## src/rtl/hazard_ctrl_pkg.sv

```systemverilog
// hazard_ctrl_pkg
//   Shared definitions for the issue hazard controller: GPR index width,
//   scoreboard counter width, and the CSR one-hot bit assignments used on
//   id_csr_ren / id_csr_wen / wb_csr_wen.
package hazard_ctrl_pkg;

  localparam int GPR_IDX_W = 5;
  localparam int CNT_W     = 2;
  localparam int NUM_GPR   = 32;
  localparam int NUM_CSR   = 4;
  localparam int INFL_W    = 3;
  localparam int FLUSH_W   = 3;

  // Bit position of each tracked CSR inside the 4-bit one-hot vectors.
  typedef enum logic [1:0] {
    CSR_MEPC    = 2'd0,
    CSR_MCAUSE  = 2'd1,
    CSR_MSTATUS = 2'd2,
    CSR_MTVEC   = 2'd3
  } csr_idx_e;

  // Architectural addresses matching each one-hot bit.
  localparam logic [11:0] CSR_ADDR_MEPC    = 12'h341;
  localparam logic [11:0] CSR_ADDR_MCAUSE  = 12'h342;
  localparam logic [11:0] CSR_ADDR_MSTATUS = 12'h300;
  localparam logic [11:0] CSR_ADDR_MTVEC   = 12'h305;

  function automatic logic [NUM_CSR-1:0] csr_onehot(input csr_idx_e idx);
    logic [NUM_CSR-1:0] v;
    v      = '0;
    v[idx] = 1'b1;
    return v;
  endfunction

endpackage

```

## src/rtl/hazard_ctrl_sb_counter.sv

```systemverilog
// sb_counter
//   One scoreboard entry: a CNT_W-bit pending-write counter.
//   Ports:
//     clk, rst  - clock, asynchronous active-high reset
//     i_inc     - an instruction writing this resource issued
//     i_dec     - a write to this resource retired
//     o_nz      - counter nonzero (resource has a pending write)
//     o_full    - counter at maximum (no further writer may issue)
//     o_uflow   - retire seen while counter already 0 (single-cycle pulse)
module sb_counter
  import hazard_ctrl_pkg::*;
(
  input  logic clk,
  input  logic rst,
  input  logic i_inc,
  input  logic i_dec,
  output logic o_nz,
  output logic o_full,
  output logic o_uflow
);

  localparam logic [CNT_W-1:0] CNT_MAX = '1;

  logic [CNT_W-1:0] r_cnt;

  // Simultaneous inc and dec cancel; both ends saturate instead of wrapping.
  always_ff @(posedge clk or posedge rst) begin
    if (rst) begin
      r_cnt <= '0;
    end else if (i_inc && !i_dec) begin
      if (r_cnt != CNT_MAX) r_cnt <= r_cnt + 1'b1;
    end else if (i_dec && !i_inc) begin
      if (r_cnt != '0) r_cnt <= r_cnt - 1'b1;
    end
  end

  assign o_nz    = (r_cnt != '0);
  assign o_full  = (r_cnt == CNT_MAX);
  assign o_uflow = i_dec & ~i_inc & (r_cnt == '0);

endmodule

```

## src/rtl/hazard_ctrl.sv

```systemverilog
// hazard_ctrl
//   In-order issue hazard controller. A per-register scoreboard (31 GPRs,
//   4 CSRs) plus an in-flight writer count decide whether the instruction
//   in decode may issue; a redirect from execute squashes decode for
//   FLUSH_CYC further cycles.
//   Ports:
//     clk, rst                       - clock, asynchronous active-high reset
//     id_valid, id_rs1/2, id_rs1/2_used, id_rd, id_rd_wen,
//     id_csr_ren, id_csr_wen         - decode-stage instruction
//     issue_fire                     - decode instruction issues this cycle
//     wb_valid, wb_rd, wb_rd_wen, wb_csr_wen - writeback retire
//     ex_redirect                    - control transfer resolved in execute
//     pipe_stop                      - stall fetch/decode
//     inst_clear                     - squash decode
//     sb_err                         - sticky scoreboard underflow
module hazard_ctrl
  import hazard_ctrl_pkg::*;
#(
  parameter int FLUSH_CYC    = 2,
  parameter int MAX_INFLIGHT = 4
) (
  input  logic                 clk,
  input  logic                 rst,
  input  logic                 id_valid,
  input  logic [GPR_IDX_W-1:0] id_rs1,
  input  logic [GPR_IDX_W-1:0] id_rs2,
  input  logic                 id_rs1_used,
  input  logic                 id_rs2_used,
  input  logic [GPR_IDX_W-1:0] id_rd,
  input  logic                 id_rd_wen,
  input  logic [NUM_CSR-1:0]   id_csr_ren,
  input  logic [NUM_CSR-1:0]   id_csr_wen,
  output logic                 issue_fire,
  input  logic                 wb_valid,
  input  logic [GPR_IDX_W-1:0] wb_rd,
  input  logic                 wb_rd_wen,
  input  logic [NUM_CSR-1:0]   wb_csr_wen,
  input  logic                 ex_redirect,
  output logic                 pipe_stop,
  output logic                 inst_clear,
  output logic                 sb_err
);

  localparam logic [INFL_W-1:0]  INFL_MAX   = INFL_W'(MAX_INFLIGHT);
  localparam logic [FLUSH_W-1:0] FLUSH_LOAD = FLUSH_W'(FLUSH_CYC);

  logic [INFL_W-1:0]  r_inflight;
  logic [FLUSH_W-1:0] r_flush_cnt;
  logic               r_sb_err;

  logic [NUM_GPR-1:0] w_gpr_nz;
  logic [NUM_GPR-1:0] w_gpr_full;
  logic [NUM_GPR-1:1] w_gpr_inc;
  logic [NUM_GPR-1:1] w_gpr_dec;
  logic [NUM_GPR-1:1] w_gpr_uflow;
  logic [NUM_CSR-1:0] w_csr_nz;
  logic [NUM_CSR-1:0] w_csr_full;
  logic [NUM_CSR-1:0] w_csr_inc;
  logic [NUM_CSR-1:0] w_csr_dec;
  logic [NUM_CSR-1:0] w_csr_uflow;

  logic w_id_rd_wr;
  logic w_id_writes;
  logic w_wb_rd_wr;
  logic w_wb_writes;
  logic w_raw;
  logic w_struct;
  logic w_flushing;
  logic w_blocked;
  logic w_infl_inc;
  logic w_infl_dec;
  logic w_infl_uflow;

  // x0 is hardwired: never pending, never full.
  assign w_gpr_nz[0]   = 1'b0;
  assign w_gpr_full[0] = 1'b0;

  for (genvar g = 1; g < NUM_GPR; g++) begin : g_gpr
    assign w_gpr_inc[g] = issue_fire & id_rd_wen & (id_rd == GPR_IDX_W'(g));
    assign w_gpr_dec[g] = wb_valid & wb_rd_wen & (wb_rd == GPR_IDX_W'(g));
    sb_counter u_cnt (
      .clk     (clk),
      .rst     (rst),
      .i_inc   (w_gpr_inc[g]),
      .i_dec   (w_gpr_dec[g]),
      .o_nz    (w_gpr_nz[g]),
      .o_full  (w_gpr_full[g]),
      .o_uflow (w_gpr_uflow[g])
    );
  end

  for (genvar c = 0; c < NUM_CSR; c++) begin : g_csr
    assign w_csr_inc[c] = issue_fire & id_csr_wen[c];
    assign w_csr_dec[c] = wb_valid & wb_csr_wen[c];
    sb_counter u_cnt (
      .clk     (clk),
      .rst     (rst),
      .i_inc   (w_csr_inc[c]),
      .i_dec   (w_csr_dec[c]),
      .o_nz    (w_csr_nz[c]),
      .o_full  (w_csr_full[c]),
      .o_uflow (w_csr_uflow[c])
    );
  end

  // Hazard evaluation uses registered scoreboard state only, so a retire
  // releases its dependants one cycle later (no writeback bypass).
  assign w_id_rd_wr  = id_rd_wen & (id_rd != '0);
  assign w_id_writes = w_id_rd_wr | (|id_csr_wen);
  assign w_wb_rd_wr  = wb_rd_wen & (wb_rd != '0);
  assign w_wb_writes = w_wb_rd_wr | (|wb_csr_wen);

  assign w_raw = (id_rs1_used & w_gpr_nz[id_rs1])
               | (id_rs2_used & w_gpr_nz[id_rs2])
               | (|(id_csr_ren & w_csr_nz));

  assign w_struct = w_id_writes &
                    ((r_inflight == INFL_MAX)
                   | (w_id_rd_wr & w_gpr_full[id_rd])
                   | (|(id_csr_wen & w_csr_full)));

  assign w_flushing = (r_flush_cnt != '0);
  assign w_blocked  = ex_redirect | w_flushing | w_raw | w_struct;

  // Outputs are forced low during reset so nothing issues or squashes
  // while the scoreboard is being cleared.
  assign pipe_stop  = ~rst & id_valid & w_blocked;
  assign issue_fire = ~rst & id_valid & ~w_blocked;
  assign inst_clear = ~rst & (ex_redirect | w_flushing);
  assign sb_err     = r_sb_err;

  // An instruction writing both a GPR and a CSR counts as one in-flight
  // writer, matching the single retire it produces.
  assign w_infl_inc   = issue_fire & w_id_writes;
  assign w_infl_dec   = wb_valid & w_wb_writes;
  assign w_infl_uflow = w_infl_dec & ~w_infl_inc & (r_inflight == '0);

  always_ff @(posedge clk or posedge rst) begin
    if (rst) begin
      r_inflight <= '0;
    end else if (w_infl_inc && !w_infl_dec) begin
      if (r_inflight != '1) r_inflight <= r_inflight + 1'b1;
    end else if (w_infl_dec && !w_infl_inc) begin
      if (r_inflight != '0) r_inflight <= r_inflight - 1'b1;
    end
  end

  // A redirect (re)loads the full squash window even mid-flush.
  always_ff @(posedge clk or posedge rst) begin
    if (rst) begin
      r_flush_cnt <= '0;
    end else if (ex_redirect) begin
      r_flush_cnt <= FLUSH_LOAD;
    end else if (w_flushing) begin
      r_flush_cnt <= r_flush_cnt - 1'b1;
    end
  end

  always_ff @(posedge clk or posedge rst) begin
    if (rst) begin
      r_sb_err <= 1'b0;
    end else if ((|w_gpr_uflow) || (|w_csr_uflow) || w_infl_uflow) begin
      r_sb_err <= 1'b1;
    end
  end

endmodule

```

## config.mk

```make
export PLATFORM = sky130hd
export DESIGN_NAME = hazard_ctrl
export DESIGN_NICKNAME = d
export VERILOG_FILES = /design/src/rtl/hazard_ctrl_pkg.sv /design/src/rtl/hazard_ctrl_sb_counter.sv /design/src/rtl/hazard_ctrl.sv
export SDC_FILE = /design/constraint.sdc
export NUM_CORES = 1
export LEC_CHECK = 0
export ABC_AREA = 1
export CAP_MARGIN = 0
export CORE_MARGIN = 5
export CORE_UTILIZATION = 45
export DETAILED_ROUTE_END_ITERATION = 7
export GPL_TIMING_DRIVEN = 0
export PLACE_DENSITY = 0.66
export SLEW_MARGIN = 20
export SYNTH_ARGS = -nofsm -noshare
export SYNTH_HDL_FRONTEND = slang
export SYNTH_SLANG_ARGS = --single-unit
```

## constraint.sdc

```tcl
create_clock -name clk -period 5.06 [get_ports clk]
set_input_delay 1.265 -clock clk [delete_from_list [all_inputs] [get_ports clk]]
set_output_delay 1.265 -clock clk [all_outputs]
set_load 0.005 [all_outputs]
```

==> results.md, run 1 <==
- Slew Viols, Final: 0
- Vias per cell: 5.29
- Worst-Skew Late Latency: 0.35 ns
- Sequential-to-total area share from yosys stat: 27.6%
- Cell mode on critical path: nand2_1
- Syn Std Cell Area: 0.00699 mm²
- Crit path from: id_rd[3]
- PnR worst setup slack: 0.146 ns
- NetSw: 0.476 mW
- FFs w/ async S/R, synth: 100%
- Mapped Avg Cell Area: 6.70 µm²
- Syn_nets: 1158
- Most instantiated cells after synthesis: nand2_1 (213), inv_1 (199), nor2_1 (106)
- Final hold violation count: 0
- Tot GR Track Use: 22.2%
- Area Growth Syn to Fin: 15.2%
- WP data arrival: 3.65 ns
- Full die area: 0.0181 mm²
- Site row count: 45
- RSZ-0062 raised after global routing: no
- Antenna diodes: 0
- Die height: 135 µm
- Initial core utilization: 46.0%
- Cell Count, Final, Fillers Out: 1299
- Switch share: 29.6%
- Final Skew: 0.00997 ns
- Primary FF master, synth: dfrtp_1
- Clock buffer depth: 2
- Fill cells: 1533
- First-pass GRT wire length: 31900 µm
- Bufs and invs on worst path: 3
- Core ar.: 0.0152 mm²
- Placer Congestion: 0.984
- Detailed Routing Iterations Pass 1: 5
- Peak Freq: 204 MHz
- Placed Area: 0.00767 mm²
- Synth Warn #: 0
- CP delay by family, top: buffers and inverters
- Share of the synthesized area in the top cell type: 27.6%
- Worst setup EP type: primary output
- Crit-path cells: clkdlybuf4s50_1, nor2_4, buf_4, nand2_1, nor2_1, nor2_1, nand2_1, nor2_1, nand2_1, nand2_1, a21oi_2, nand3_2, nor2_8, clkdlybuf4s50_1
- Detail Route Antenna Nets: 0
- Hold WC Path Type: register to register
- Routed vias: 6874
- Num CTS Buffers: 9
- Grt total ovfl: 0
- Worst Setup Start Kind: input pin
- DR DRC count: 0
- Synth Instances: 1044
- Clk pwr share: 40.5%
- CTS tree: done
- HPWL after DPL: 15800 µm
- Drt first-iter violations: 533
- Cell area after layout: 0.00806 mm²
- Final nets: 1220
- Slew headroom: 49.3%
- Post-detailed-routing wire length: 19700 µm
- CTS HTree Levels: 3
- Hold buffers post-CTS: 0
- Final-report setup violation count: 0
- # IOs: 45
- Vias in the first global route: 6395
- Flops & latches, synth: 77
- Fin crit period: 4.91 ns
- Pwr/cell area: 199 mW/mm²
- RR Startpoint: g_gpr[2].u_cnt.r_cnt[0]
- Largest net degree at the start of global routing: 31
- EDFF count, synth: 0
- # clock sinks: 77
- Overall Power: 1.61 mW
- Most frequent cell after synthesis: nand2_1
- Sequential power share: 41.2%
- Initial antenna violation count: 0
- Pint: 1.13 mW
- Maximum net fanout on the critical path: 5
- Layout cells sized above 1: 7.74%
- Top post-synthesis cells by area: dfrtp_1 (28%), ha_1 (13%), nand2_1 (11%)
- Leak pwr: 3.90 nW
- Crit Path Class: input pin to primary output
- # port buffers: 39
- Status: completed
- Max VDD drop: 150 µV
- WL/cell: 15.2 µm
- Comb pwr share: 18.3%
- CP required: 3.80 ns
- Count of cell types in the netlist: 43
- Placed insts: 1273
- Max_cap viols: 0
- Worst-Margin Slew: 0.756 ns
- Hold path startpoint: g_gpr[24].u_cnt.r_cnt[0]
- Worst stage delay on the critical path: 0.51 ns
- Die width: 135 µm
- Largest area contributor in the synthesized netlist: dfrtp_1
- Final period util: 97.1%
- CTS Root Cell: clkbuf_16
- Setup TNS: 0 ns
- Reg clk slew, reported paths: 0.05 ns
- Place WS: -0.275 ns
- CP max stage cell: clkdlybuf4s50_1
state kept, by name (all words and copies together) (netlist names):
signal and flops:
r_flush_cnt 3, g_csr.u_cnt.r_cnt 8, g_gpr.u_cnt.r_cnt 62, r_inflight 3, sb_err 1
placed cells by master (no fill, tap or decap), drive strengths merged, types with 3 or more instances in the layout:
master	instances
buf	18
dfrtp	77
clkbuf	16
nand4	5
nand3	100
o211ai	6
clkdlybuf4s50	37
clkinv	5
a21oi	44
o22ai	3
nand2	215
inv	212
ha	72
clkinvlp	4
nor2	130
o31ai	30
o21bai	21
a221oi	4
or2	3
nor3	7
o21ai	90
power groups by stage:
stage,registers (mW),clock network [mW],logic (mW)
finish,0.661,0.650,0.294
global route,0.667,0.693,0.331
CTS,0.660,0.668,0.288
detailed placement,0.672,0,0.284
global placement,0.671,0,0.273
floorplan,0.667,0,0.180
final cells by class:
class	count	area (µm²)	area share, %
plain buffers	13	60.1	0.745
clock buffers	9	225	2.80
clock inverters	7	66.3	0.823
inverters	214	818	10.2
multi-input cells	740	4220	52.4
flip-flops and latches	77	1930	23.9
well taps	188	235	2.92
repair buffers	50	499	6.20
repair inverters	1	5.00	0.0621
worst paths after layout:
| kind | end | slack, ns | cells after the start |
|---|---|---|---|
| max | issue_fire | 0.15 | 14 |
| min | g_gpr[24].u_cnt.r_cnt[0] | 0.48 | 2 |
| max reg2reg | sb_err | 1.51 | 23 |
| min reg2reg | g_gpr[24].u_cnt.r_cnt[0] | 0.48 | 2 |
| max in group asynchronous | g_gpr[11].u_cnt.r_cnt[0] | 3.11 | 3 |
| min in group asynchronous | r_flush_cnt[2] | 1.44 | 2 |
worst min-delay path: stages, from the launching register on:
cell and delay (ns):
dfrtp_1 0.33, nand2_1 0.04, o21ai_0 0.06
logic make-up (layout without fill, tap and decap cells):
logic type / Yosys count / count (layout) / synth area share, %
and+or+nand+nor: 462 / 462 / 29.4
AOI/OAI and AO/OA: 204 / 204 / 17.3
xor gates and xnor gates: 1 / 1 / 0.125
adders and majority gates: 73 / 73 / 13.2
buffers and inverters: 227 / 294 / 12.5
DFF: 77 / 77 / 27.6
what timing repair did:
item	4_1_cts	5_1_grt
cloned	0	1
endpoints found under the setup margin	2	2
setup buffers	2	7
resized for setup	7	4
pin swaps	1	2
stage by stage:
stage | util, % | hold slack, ns
3_5_place_dp | 50.4 | 0.471
5_1_grt | 53.0 | 0.507
3_3_place_gp | 50.1 | 0.466
2_1_floorplan | - | 0.449
6_report | 53.0 | 0.479
4_1_cts | 52.6 | 0.485
layer usage:
layer / track usage (%) / vias to the layer above / part of all wire, %
li1: - / 3475 / -
met1: 30.3 / 3110 / 45
met2: 34.6 / 250 / 45
met3: 4.92 / 39 / 7.6
met4: 7.58 / 0 / 2.5
met5: 0 / - / 0
Note: power is estimated with default switching activity, not from simulation.
==> inputs of run 2 (changes only) <==
SKIP_LAST_GASP = 1   (was unset)
==> results of run 2 <==
Final layout, timing and power as in run 1 (identical DEF).
==> inputs of run 3 (changes only) <==
--- a/config.mk
+++ b/config.mk
@@ -8,3 +8,3 @@
 export ABC_AREA = 1
-export CAP_MARGIN = 0
+export CAP_MARGIN = 20
 export CORE_MARGIN = 5
--- a/constraint.sdc
+++ b/constraint.sdc
@@ -3,2 +3,2 @@
 set_output_delay 1.265 -clock clk [all_outputs]
-set_load 0.005 [all_outputs]
+set_load 0.05 [all_outputs]
==> results.md, run 3 (synthesized netlist as in run 1, its figures left out) <==
- Largest Register: g_gpr.u_cnt.r_cnt (unchanged)
- Num CTS Buffers: 9 (unchanged)
- Leak pwr: 3.87 nW (was 3.90 nW)
- Die height: 135 µm (unchanged)
- Fin crit period: 4.85 ns (was 4.91 ns)
- RSZ-0062 raised after global routing: no (unchanged)
- Max VDD drop: 157 µV (was 150 µV)
- WP data arrival: 3.58 ns (was 3.65 ns)
- Area Growth Syn to Fin: 14.3% (was 15.2%)
- Clock buffer depth: 2 (unchanged)
- Slew Viols, Final: 0 (unchanged)
- Tot GR Track Use: 22.1% (was 22.2%)
- Final core utilization: 52.6% (was 53.0%)
- Fin Hold WS: 0.479 ns (about the same)
- Top Registers: g_gpr.u_cnt.r_cnt x62, g_csr.u_cnt.r_cnt x8 (unchanged)
- CTS HTree Levels: 3 (unchanged)
- First-pass GRT wire length: 31800 µm (was 31900 µm)
- Vias in the first global route: 6366 (was 6395)
- Max reg flops: 62 (unchanged)
- Worst Setup Start Kind: input pin (unchanged)
- Layout cells sized above 1: 7.07% (was 7.74%)
- Maximum net fanout on the critical path: 10 (was 5)
- Largest net degree at the start of global routing: 31 (unchanged)
- Hold depth: 2 (unchanged)
- Final-report setup violation count: 0 (unchanged)
- Pwr/cell area: 201 mW/mm² (was 199 mW/mm²)
- Detail Route Antenna Nets: 0 (unchanged)
- CP required: 3.80 ns (about the same)
- # clock sinks: 77 (unchanged)
- Crit-path cells: dlygate4sd2_1, inv_2, nor2_2, buf_4, nand2_1, nand2_1, nor2_1, nor2_1, nor2_1, nand3_1, nand2_1, a21oi_2, nand3_2, nor2_8, buf_2 (was clkdlybuf4s50_1, nor2_4, buf_4, nand2_1, nor2_1, nor2_1, nand2_1, nor2_1, nand2_1, nand2_1, a21oi_2, nand3_2, nor2_8, clkdlybuf4s50_1)
- Site row count: 45 (unchanged)
- HPWL after DPL: 15800 µm (unchanged)
- Reg2reg setup slack: 1.57 ns (was 1.51 ns)
- Worst-Margin Slew: 0.711 ns (was 0.756 ns)
- CTS Root Cell: clkbuf_16 (unchanged)
- Vias per cell: 5.28 (was 5.29)
- WL/cell: 15.0 µm (was 15.2 µm)
- Die width: 135 µm (unchanged)
- Final Skew: 0.00942 ns (was 0.00997 ns)
- Detailed Routing Iterations Pass 1: 7 (was 5)
- Crit Path Class: input pin to primary output (unchanged)
- Placer Congestion: 0.984 (unchanged)
- Reg clk slew, reported paths: 0.05 ns (about the same)
- Post-detailed-routing wire length: 19400 µm (was 19700 µm)
- Overall Power: 1.61 mW (about the same)
- Worst stage delay on the critical path: 0.43 ns (was 0.51 ns)
- Initial core utilization: 46.0% (unchanged)
- Final period util: 95.8% (was 97.1%)
- Commonest non-fill, non-tap cells in the layout: nand2_1 (213), inv_1 (198), nor2_1 (105), nand3_1 (99), o21ai_0 (89) (was nand2_1 (213), inv_1 (198), nor2_1 (105), nand3_1 (98), o21ai_0 (89))
- Status: completed (unchanged)
- Worst-Skew Late Latency: 0.35 ns (about the same)
- DR DRC count: 0 (unchanged)
- Hold buffers post-CTS: 0 (unchanged)
- Worst r2r dst: sb_err (unchanged)
- Slew headroom: 52.5% (was 49.3%)
- Most common cell after layout, fill and taps aside: nand2_1 (unchanged)
- # port buffers: 39 (unchanged)
- CP max stage cell: dlygate4sd2_1 (was clkdlybuf4s50_1)
- # IOs: 45 (unchanged)
- Final hold violation count: 0 (unchanged)
- CTS tree: done (unchanged)
- Fill cells: 1533 (unchanged)
- Grt total ovfl: 0 (unchanged)
- Antenna diodes: 0 (unchanged)
- Initial antenna violation count: 0 (unchanged)
- Routed vias: 6816 (was 6874)
- RR Startpoint: g_gpr[28].u_cnt.r_cnt[0] (was g_gpr[2].u_cnt.r_cnt[0])
- Full die area: 0.0181 mm² (unchanged)
- Core ar.: 0.0152 mm² (unchanged)
- Max_cap viols: 0 (unchanged)
- Final nets: 1212 (was 1220)
- Worst setup EP type: primary output (unchanged)
- Crit path from: id_rd[1] (was id_rd[3])
- Hold WC Path Type: register to register (unchanged)
- End of the critical path: issue_fire (unchanged)
- Drt first-iter violations: 482 (was 533)
- Peak Freq: 206 MHz (was 204 MHz)
- Worst R2R Path Depth: 22 (was 23)
-- run 3: changes by cell type in the layout (fill, tap and decap cells not counted), sizes merged --
cell / previous run / this run
clkdlybuf4s50: 37 / 35
buf: 18 / 12
clkinvlp: 4 / 3
dlymetal6s2s: 0 / 1
-- run 3: final cells by class --
| type | count | area, µm² | share of cell area [%] |
|---|---|---|---|
| clock buffer | 9 | 225 | 2.82 |
| clock inverter | 7 | 66.3 | 0.830 |
| multi-input combinational | 740 | 4220 | 52.7 |
| timing repair buffer | 43 | 444 | 5.56 |
| sequential | 77 | 1930 | 24.1 |
| inverter | 214 | 818 | 10.2 |
| buffer | 13 | 60.1 | 0.752 |
| tap | 188 | 235 | 2.94 |
-- run 3: power by group --
| part | internal, mW | switching [mW] | total, mW |
|---|---|---|---|
| Clock | 0.379 | 0.270 | 0.649 |
| Sequential | 0.638 | 0.0229 | 0.661 |
| Combinational | 0.108 | 0.187 | 0.295 |
-- run 3: worst max-delay path, delay by kind of cell --
| family | cells | cell delay, ns |
|---|---|---|
| compound gates | 1 | 0.15 |
| buf+inv | 4 | 1.11 |
| simple gates | 10 | 1.05 |
-- run 3: metal layers --
layer / share of wire (%) / track usage, % / vias to the layer above
met5: 0 / 0 / -
met4: 2.5 / 7.47 / 0
met3: 6.9 / 4.81 / 37
met2: 45 / 34.5 / 207
met1: 46 / 30.3 / 3114
li1: - / - / 3458
-- run 3: timing repair --
item	4_1_cts	5_1_grt
endpoints found under the setup margin	2	3
setup buffers	0	2
pin swaps	0	1
gates resized for setup	10	6
-- run 3: how the worst min path moves through the flow --
stage / startpoint / end / slack (ns)
final: g_gpr[24].u_cnt.r_cnt[0] / g_gpr[24].u_cnt.r_cnt[0] / 0.48
after detailed placement: g_gpr[12].u_cnt.r_cnt[0] / g_gpr[12].u_cnt.r_cnt[0] / 0.47
after global routing: g_gpr[14].u_cnt.r_cnt[0] / g_gpr[14].u_cnt.r_cnt[0] / 0.51
after global placement: g_gpr[12].u_cnt.r_cnt[0] / g_gpr[12].u_cnt.r_cnt[0] / 0.47
after CTS: g_gpr[12].u_cnt.r_cnt[0] / g_gpr[12].u_cnt.r_cnt[0] / 0.48
after floorplan: g_gpr[12].u_cnt.r_cnt[0] / g_gpr[12].u_cnt.r_cnt[0] / 0.45
-- run 3: through the flow --
step                      std cells  setup TNS, ns  setup slack, ns  instance area [µm²]
after global placement         1271         -17.49            -1.20                 7620
final                          1291              0            0.213                 7990
after global routing           1291              0           0.0412                 7990
after detailed placement       1273          -1.16           -0.577                 7670
after floorplan                1044              0            0.609                 7000
after CTS                      1289              0          0.00837                 7970
